File: src/rtl/ps2_kbd_rx.sv
// ps2_kbd_rx: PS/2 keyboard receiver with make/break decoding, repeat filtering and an event FIFO.
// Optional frame timeout is enabled by defining PS2_KBD_TIMEOUT_EN.
module ps2_kbd_rx #(
  parameter int FIFO_DEPTH  = 8,
  parameter int CNT_W       = 8,
  parameter int TIMEOUT_CYC = 50000
) (
  input  logic             clk,
  input  logic             rst,
  input  logic             ps2_clk,
  input  logic             ps2_data,
  input  logic             out_ready,
  output logic             out_valid,
  output logic [7:0]       key,
  output logic             is_ext,
  output logic             is_press,
  output logic [CNT_W-1:0] count,
  output logic             frame_err,
  output logic             overflow
);
  localparam int AW = $clog2(FIFO_DEPTH);
  typedef enum logic [1:0] {IDLE, EXT, BRK, EXT_BRK} st_t;
  logic [1:0] c_sync, d_sync;
  logic c_prev, fall, frame_ok, tout;
  logic [3:0] bcnt;
  logic [10:0] shreg, nf;
  logic byte_vld;
  logic [7:0] rx_byte;
  st_t st;
  logic held_v, held_ext;
  logic [7:0] held_code;
  logic is_e0, is_f0, ev_ext, ev_press, match, push, pop, full;
  logic [9:0] mem [FIFO_DEPTH];
  logic [AW:0] wr_ptr, rd_ptr;
  logic [9:0] head;
  assign fall     = c_prev & ~c_sync[1];
  assign nf       = {d_sync[1], shreg[10:1]};
  assign frame_ok = ~nf[0] & nf[10] & (^nf[9:1]);
  always_ff @(posedge clk or posedge rst)
    if (rst) begin
      c_sync <= 2'b11;
      d_sync <= 2'b11;
      c_prev <= 1'b1;
    end else begin
      c_sync <= {c_sync[0], ps2_clk};
      d_sync <= {d_sync[0], ps2_data};
      c_prev <= c_sync[1];
    end
`ifdef PS2_KBD_TIMEOUT_EN
  localparam int TW = $clog2(TIMEOUT_CYC) + 1;
  logic [TW-1:0] tcnt;
  assign tout = (bcnt != 4'd0) && (tcnt == TW'(TIMEOUT_CYC - 1));
  always_ff @(posedge clk or posedge rst)
    if (rst) tcnt <= '0;
    else tcnt <= (fall || bcnt == 4'd0 || tout) ? '0 : tcnt + TW'(1);
`else
  assign tout = 1'b0;
`endif
  // Bit 10 is the stop bit; the whole frame is judged on that edge.
  always_ff @(posedge clk or posedge rst)
    if (rst) begin
      bcnt      <= '0;
      shreg     <= '0;
      rx_byte   <= '0;
      byte_vld  <= 1'b0;
      frame_err <= 1'b0;
    end else begin
      byte_vld  <= 1'b0;
      frame_err <= 1'b0;
      if (fall) begin
        shreg <= nf;
        if (bcnt == 4'd10) begin
          bcnt      <= '0;
          byte_vld  <= frame_ok;
          frame_err <= ~frame_ok;
          rx_byte   <= nf[8:1];
        end else bcnt <= bcnt + 4'd1;
      end else if (tout) begin
        bcnt      <= '0;
        frame_err <= 1'b1;
      end
    end
  assign is_e0    = rx_byte == 8'hE0;
  assign is_f0    = rx_byte == 8'hF0;
  assign ev_ext   = st == EXT || st == EXT_BRK;
  assign ev_press = st == IDLE || st == EXT;
  assign match    = held_v && held_ext == ev_ext && held_code == rx_byte;
  assign push     = byte_vld && !is_e0 && !is_f0 && !(ev_press && match);
  always_ff @(posedge clk or posedge rst)
    if (rst) begin
      st        <= IDLE;
      held_v    <= 1'b0;
      held_ext  <= 1'b0;
      held_code <= '0;
      count     <= '0;
    end else if (byte_vld) begin
      if (is_e0) st <= (st == BRK || st == EXT_BRK) ? EXT_BRK : EXT;
      else if (is_f0) st <= (st == EXT || st == EXT_BRK) ? EXT_BRK : BRK;
      else begin
        st <= IDLE;
        if (ev_press && !match) begin
          held_v    <= 1'b1;
          held_ext  <= ev_ext;
          held_code <= rx_byte;
          count     <= count + CNT_W'(1);
        end
        if (!ev_press && match) held_v <= 1'b0;
      end
    end
  assign out_valid = wr_ptr != rd_ptr;
  assign full      = (wr_ptr ^ rd_ptr) == {1'b1, {AW{1'b0}}};
  assign pop       = out_valid && out_ready;
  assign head      = out_valid ? mem[rd_ptr[AW-1:0]] : '0;
  assign {is_ext, is_press, key} = head;
  always_ff @(posedge clk)
    if (push && (!full || pop)) mem[wr_ptr[AW-1:0]] <= {ev_ext, ev_press, rx_byte};
  always_ff @(posedge clk or posedge rst)
    if (rst) begin
      wr_ptr   <= '0;
      rd_ptr   <= '0;
      overflow <= 1'b0;
    end else begin
      if (pop) rd_ptr <= rd_ptr + (AW+1)'(1);
      if (push && (!full || pop)) wr_ptr <= wr_ptr + (AW+1)'(1);
      if (push && full && !pop) overflow <= 1'b1;
    end
endmodule

File: config.mk
export PLATFORM = sky130hd
export DESIGN_NAME = ps2_kbd_rx
export DESIGN_NICKNAME = d
export VERILOG_FILES = /design/src/rtl/ps2_kbd_rx.sv
export SDC_FILE = /design/constraint.sdc
export NUM_CORES = 1
export LEC_CHECK = 0
export ABC_AREA = 1
export BUFFER_PORTS_ARGS = -buffer_cell sky130_fd_sc_hd__buf_2
export CAP_MARGIN = 20
export CORE_MARGIN = 2
export CORE_UTILIZATION = 40
export DETAILED_ROUTE_END_ITERATION = 16
export MAX_ROUTING_LAYER = met4
export PLACE_DENSITY = 0.57
export SKIP_CTS_REPAIR_TIMING = 1
export SLEW_MARGIN = 10
export SYNTH_ARGS = -nofsm -noshare
export SYNTH_HDL_FRONTEND = slang
export SYNTH_SLANG_ARGS = --single-unit
File: constraint.sdc
create_clock -name clk -period 2.2 [get_ports clk]
set_input_delay 0.66 -clock clk [delete_from_list [all_inputs] [get_ports clk]]
set_output_delay 0.66 -clock clk [all_outputs]
set_load 0.01 [all_outputs]
==> results of run 1 <==
-- through the flow --
stage               instance area, µm²  cells  total power [mW]
global route                      7370    848              9.42
detailed placement                6590    809              5.85
finish                            7370    848              8.88
CTS                               7170    841              8.63
global placement                  6590    809              5.80
floorplan                         6070    587              4.93
-- worst paths after layout --
path	slack (ns)	endpoint	from	cells past startpoint
setup reg to reg	0.12	mem[3][0]	rx_byte[4]	9
setup / recovery	-0.30	is_ext	rd_ptr[0]	7
hold reg to reg	0.36	c_sync[1]	c_sync[0]	0
min in group clk	0.34	d_sync[0]	ps2_data	1
max in group asynchronous	1.45	rd_ptr[0]	rst	3
hold / removal	0.18	frame_err	rst	2
-- cell type report --
cell class | count | area [µm²]
clock buffer | 18 | 429
clock inverter | 14 | 149
fill | 1379 | 7660
inverter | 47 | 181
multi-input combinational | 377 | 1990
sequential | 138 | 3860
tap | 188 | 235
timing repair buffer | 66 | 523
-- synth_stat cells --
cell / count
nand3_1: 14
o32ai_1: 10
ha_1: 6
o21ai_1: 22
edfxtp_1: 80
dfrtp_1: 53
buf_2: 12
a211oi_1: 1
nand2_2: 2
buf_6: 5
nor2_4: 4
xor2_1: 10
buf_4: 1
o21ai_0: 65
a21oi_4: 1
inv_1: 43
nand2_1: 110
nand4_1: 2
buf_1: 2
inv_2: 4
clkbuf_1: 6
o211ai_1: 1
nor3_2: 1
xnor2_1: 8
o22ai_1: 3
nand3b_1: 1
nor3_1: 2
nand3_2: 4
a21oi_1: 4
dfstp_2: 5
nand4_4: 1
nand2_4: 1
a22o_1: 1
xnor2_2: 1
nor2_1: 101
-- layout by cell type (no fill, tap or decap), types with 5 or more instances in the layout --
| cell type | count |
|---|---|
| o21ai_0 | 53 |
| o21ai_1 | 33 |
| nor2_1 | 97 |
| dfrtp_1 | 52 |
| xnor2_1 | 7 |
| inv_1 | 42 |
| clkinvlp_4 | 6 |
| dfstp_2 | 5 |
| nand2_1 | 110 |
| nand3_1 | 14 |
| ha_1 | 6 |
| nor2_4 | 5 |
| edfxtp_1 | 80 |
| buf_4 | 31 |
| xor2_1 | 10 |
| o32ai_2 | 8 |
| clkbuf_16 | 18 |
| buf_2 | 25 |
-- power by group --
group / internal (mW) / switching [mW] / leakage, nW
registers: 3.02 / 0.196 / 1.46
logic: 1.17 / 1.72 / 1.26
clock network: 1.67 / 1.10 / 0.263
-- logic make-up (layout without fill, tap and decap cells) --
family,count (synthesis),count (layout),synth area share (%)
compound gates,108,108,9.91
xor+xnor,19,19,2.86
fa+ha+maj,6,6,1.24
buf+inv,73,145,5.44
flops,138,138,63.6
simple gates,243,244,17.0
-- routing by layer --
| metal | global-route usage, % | wire, µm | share of wire [%] |
|---|---|---|---|
| met5 | - | 0 | 0 |
| met4 | 4.85 | 127 | 0.99 |
| met2 | 27.8 | 6360 | 49 |
| met1 | 21.4 | 5910 | 46 |
| met3 | 4.27 | 449 | 3.5 |
-- sequential cells by signal, summed over array words and instances, names as in the netlist, 4 cells and up --
register   count
shreg         10
wr_ptr         4
rx_byte        8
rd_ptr         4
bcnt           4
mem           80
held_code      8
count          8
==> impl_results.md, run 1 <==
* # DRC at 0
* Crit path buf inv count at 2
* Max-slew headroom at 67.7%
* Layout cells sized above 1 at 20.8%
* Worst-margin pin slew at 0.484 ns
* Place WS at 0.0186 ns
* DR WL/cell at 15.2 µm
* Setup TNS at -2.97 ns
* Gr ovfl total at 0
* Vias in the first global route at 4,084
* CTS Sinks at 138
* Main area contributors after synthesis: edfxtp_1 (40%), dfrtp_1 (22%), nand2_1 (6.8%), nor2_1 (6.2%), o21ai_0 (5.4%)
* Row count at 45
* Mapped cell area at 6070 µm²
* Unrepaired setup endpoints after global routing: yes
* Num CTS Buffers at 17
* # port buffers at 25
* Max Clock Freq at 399 MHz
* Initial antenna violation count at 0
* Clock H-tree levels at 4
* CP top delay family: flip-flops
* Worst EP arrival at 1.84 ns
* Final hold slack at 0.177 ns
* Chip width at 127 µm
* Kind of end point of the critical path: output port
* Max_cap viols at 0
* Post-synthesis sequential area ratio at 63.6%
* Placer congestion estimate at 0.841
* Iter 0 DRT Violations at 279
* Maximum VDD drop at 0.000712 V
* Share of the synthesized area in the top cell type at 39.6%
* GRT Util Overall at 17.1%
* Die area at 16,200 µm²
* Hold Path Class: in -> async
* Largest net degree at the start of global routing at 30
* Outcome: finished with violations
* WL final at 12.8 mm
* Final Max Tran Viols at 0
* Mapped Avg Cell Area at 10.3 µm²
* Via count at 4,230
* Clock tree buffer depth at 2
* Worst path required time at 1.54 ns
* Failing checks: negative setup slack
* Final Setup Violations at 11
* Part of the cycle the worst path needs at 114%
* Initial core utilization at 40.4%
* Slowest cell delay on critical path at 0.46 ns
* Synthesized netlist cell count at 587
* Worst Setup Slack, final at -0.304 ns
* Synthesized Nets at 598
* Clk_skew at 0.00908 ns
* Final cell utilization of the core at 49.0%
* Critical path class: reg -> out
* Crit-path max FO at 11
* Ports at 26
* Slowest-stage cell, CP: dfrtp_2
* Worst skew pair latency at 0.42 ns
* Global-route wire length before repair at 20.7 mm
* P&R area growth vs syn at 21.4%
* Fin nets at 658
* Synth area leader: edfxtp_1
* Clock-pin slew on the worst setup and hold paths at 0.06 ns
* Via density at 4.99
* Root buf cell: clkbuf_16
* Count of unique library cells instantiated by Yosys at 35
* Crit path launch type: flip-flop
* # diodes at 0
* Final min period at 2.50 ns
* Dpl hpwl at 8.67 mm
* Power per cell area at 1200 nW/µm²
* CTS tree: yes
* Leak at 2.98 nW
* Crit path cell chain: buf_12 -> nand2_1 -> a21oi_4 -> nand3_2 -> o21ai_0 -> nor2_1 -> buf_2
* Warnings, synthesis at 0
* FF+latch count, synth at 138
* Placeable Area at 15,000 µm²
* DRT antenna net count at 0
* Die Span Y at 127 µm
* DRT Pass-1 Iters at 5
* Final hold violation count at 0
Note: power is estimated with default switching activity, not from simulation.
==> run 2, diff against run 1 <==
--- a/config.mk
+++ b/config.mk
@@ -12,7 +12,7 @@
 export CORE_UTILIZATION = 40
 export DETAILED_ROUTE_END_ITERATION = 16
 export MAX_ROUTING_LAYER = met4
-export PLACE_DENSITY = 0.57
+export PLACE_DENSITY = 0.55
 export SKIP_CTS_REPAIR_TIMING = 1
 export SLEW_MARGIN = 10
 export SYNTH_ARGS = -nofsm -noshare
==> constraint.sdc (replaced) <==
create_clock -name clk -period 3.2 [get_ports clk]
set_input_delay 0.96 -clock clk [delete_from_list [all_inputs] [get_ports clk]]
set_output_delay 0.96 -clock clk [all_outputs]
set_load 0.01 [all_outputs]
==> impl_results.md, run 2 (same netlist as run 1, synthesis figures left out) <==
* GRT Util Overall at 17.5% (+0.45 points)
* Crit path cell chain: inv_2 -> buf_4 -> nor2_1 -> o21ai_0 -> o21ai_0 -> nor2_1 -> buf_2
* Placeable Area at 15,000 µm² (unchanged)
* CTS Sinks at 138 (unchanged)
* Power per cell area at 844 nW/µm² (-30%)
* Die Span Y at 127 µm (unchanged)
* Unrepaired setup endpoints after global routing: no
* Max Clock Freq at 331 MHz
* Setup TNS at 0 ns (+2.97 ns)
* WL final at 12.5 mm (-2.5%)
* # port buffers at 25 (unchanged)
* Worst flop-to-flop path startpoint: rx_byte[3]
* Num CTS Buffers at 17 (unchanged)
* Max-slew headroom at 63.8% (-3.9 points)
* DR WL/cell at 15.3 µm (+0.88%)
* Maximum VDD drop at 0.000451 V (-37%)
* Part of the cycle the worst path needs at 94.3%
* Ports at 26 (unchanged)
* CTS tree: yes
* Hold Path Class: reg -> reg
* Clock-pin slew on the worst setup and hold paths at 0.06 ns (about the same)
* Die area at 16,200 µm² (unchanged)
* Crit-path max FO at 41 (+30)
* Kind of end point of the critical path: output port
* Worst skew pair latency at 0.41 ns (about the same)
* Root buf cell: clkbuf_16
* P&R area growth vs syn at 15.9%
* Reg2reg setup slack at 0.83 ns (+0.71 ns)
* Via density at 4.95 (-0.67%)
* Via count at 4,063 (-3.9%)
* Layout cells sized above 1 at 14.7% (-6.0 points)
* Cells on worst reg2reg path at 9 (unchanged)
* Final Max Tran Viols at 0 (unchanged)
* Clk_skew at 0.00669 ns (-0.00239 ns)
* CP top delay family: buffers and inverters
* Max_cap viols at 0 (unchanged)
* Chip width at 127 µm (unchanged)
* Initial antenna violation count at 0 (unchanged)
* # DRC at 0 (unchanged)
* DRT antenna net count at 0 (unchanged)
* Worst path required time at 2.24 ns (+0.70 ns)
* Worst-margin pin slew at 0.543 ns (+0.0591 ns)
* Final Instance Area at 7040 µm² (-4.5%)
* Global-route wire length before repair at 21.0 mm (+1.8%)
* DRT Pass-1 Iters at 4 (-1)
* Hold path depth at 0
* Fin nets at 630 (-4.3%)
* Commonest non-fill, non-tap cell in the layout: nand2_1
* Worst EP arrival at 2.06 ns (+0.22 ns)
* Critical path class: reg -> out
* Hold path endpoint: d_sync[1]
* Leak at 2.84 nW (-4.8%)
* Max reg flops at 80 (unchanged)
* Final Setup Violations at 0 (-11)
* Row count at 45 (unchanged)
* Clock H-tree levels at 4 (unchanged)
* Final hold violation count at 0 (unchanged)
* Placer congestion estimate at 0.804 (-4.4%)
* Slowest cell delay on critical path at 0.40 ns (-0.06 ns)
* Vias in the first global route at 3,957 (-3.1%)
* Most frequent cells in the layout: nand2_1 (110), nor2_1 (101), edfxtp_1 (80), o21ai_0 (65), dfrtp_1 (53)
* Post-placement cell area at 6400 µm² (-3.0%)
* Outcome: finished clean
* # diodes at 0 (unchanged)
* Largest net degree at the start of global routing at 44 (+47%)
* Final min period at 3.02 ns
* Iter 0 DRT Violations at 291 (+4.3%)
* Dpl hpwl at 8.05 mm (-7.2%)
* Initial core utilization at 40.4% (unchanged)
* Total Power at 5.95 mW (-33%)
* Slowest-stage cell, CP: dfrtp_1
* Gr ovfl total at 0 (unchanged)
* Clock tree buffer depth at 2 (unchanged)
* Crit path launch type: flip-flop
* Worst r2r dst: mem[6][4]
* Hold path startpoint: d_sync[0]
* Crit path buf inv count at 3 (+1)
## run 2: cell types whose count changed in the layout (fill, tap and decap cells not counted), moves of 4 or more
cell        delta
buf_4         -18
buf_6          -4
o21ai_0       +12
clkinvlp_4     -5
o32ai_2        -8
nor2_1         +4
o32ai_1        +8
o21ai_1       -11
## run 2: how the worst max path moves through the flow
| stage | start | to | slack (ns) | depth (start not counted) |
|---|---|---|---|---|
| final | rd_ptr[0] | is_ext | 0.18 | 7 |
| after global routing | rd_ptr[0] | is_ext | 0.03 | 7 |
| after CTS | rd_ptr[0] | is_ext | 0.14 | 7 |
| after detailed placement | rd_ptr[0] | is_ext | 0.59 | 7 |
| after global placement | rd_ptr[1] | is_ext | 0.60 | 6 |
| after floorplan | rst | bcnt[0] | 0.82 | 1 |
## run 2: layout make-up
type,count,area [µm²]
clock buffers,21,450
flip-flops and latches,138,3860
inverters,47,176
repair buffers,39,243
well taps,188,235
multi-input cells,376,1880
fillers,1426,7990
clock inverters,11,194
## run 2: where the power goes
group | switching (mW) | total [mW] | internal [mW]
sequential | 0.217 | 2.29 | 2.08
clock | 0.720 | 2.12 | 1.41
combinational | 0.981 | 1.53 | 0.547
## run 2: per-stage QoR
| stage | setup WS (ns) | hold WS [ns] | util [%] | instances |
|---|---|---|---|---|
| after floorplan | 0.820 | 0.345 | - | 587 |
| after global placement | 0.604 | 0.346 | 42.6 | 788 |
| after detailed placement | 0.592 | 0.350 | 42.6 | 788 |
| after CTS | 0.135 | 0.358 | 46.8 | 820 |
| after global routing | 0.0265 | 0.361 | 46.8 | 820 |
| final | 0.182 | 0.356 | 46.8 | 820 |
## run 2: per-layer routing
metal	vias up	GRT usage, %	share of wire (%)	wire length (µm)
li1	2029	-	-	-
met1	1932	23.2	46	5830
met2	89	26.6	48	5960
met3	13	4.82	5.0	621
met4	0	5.43	0.98	123
met5	-	-	0	0
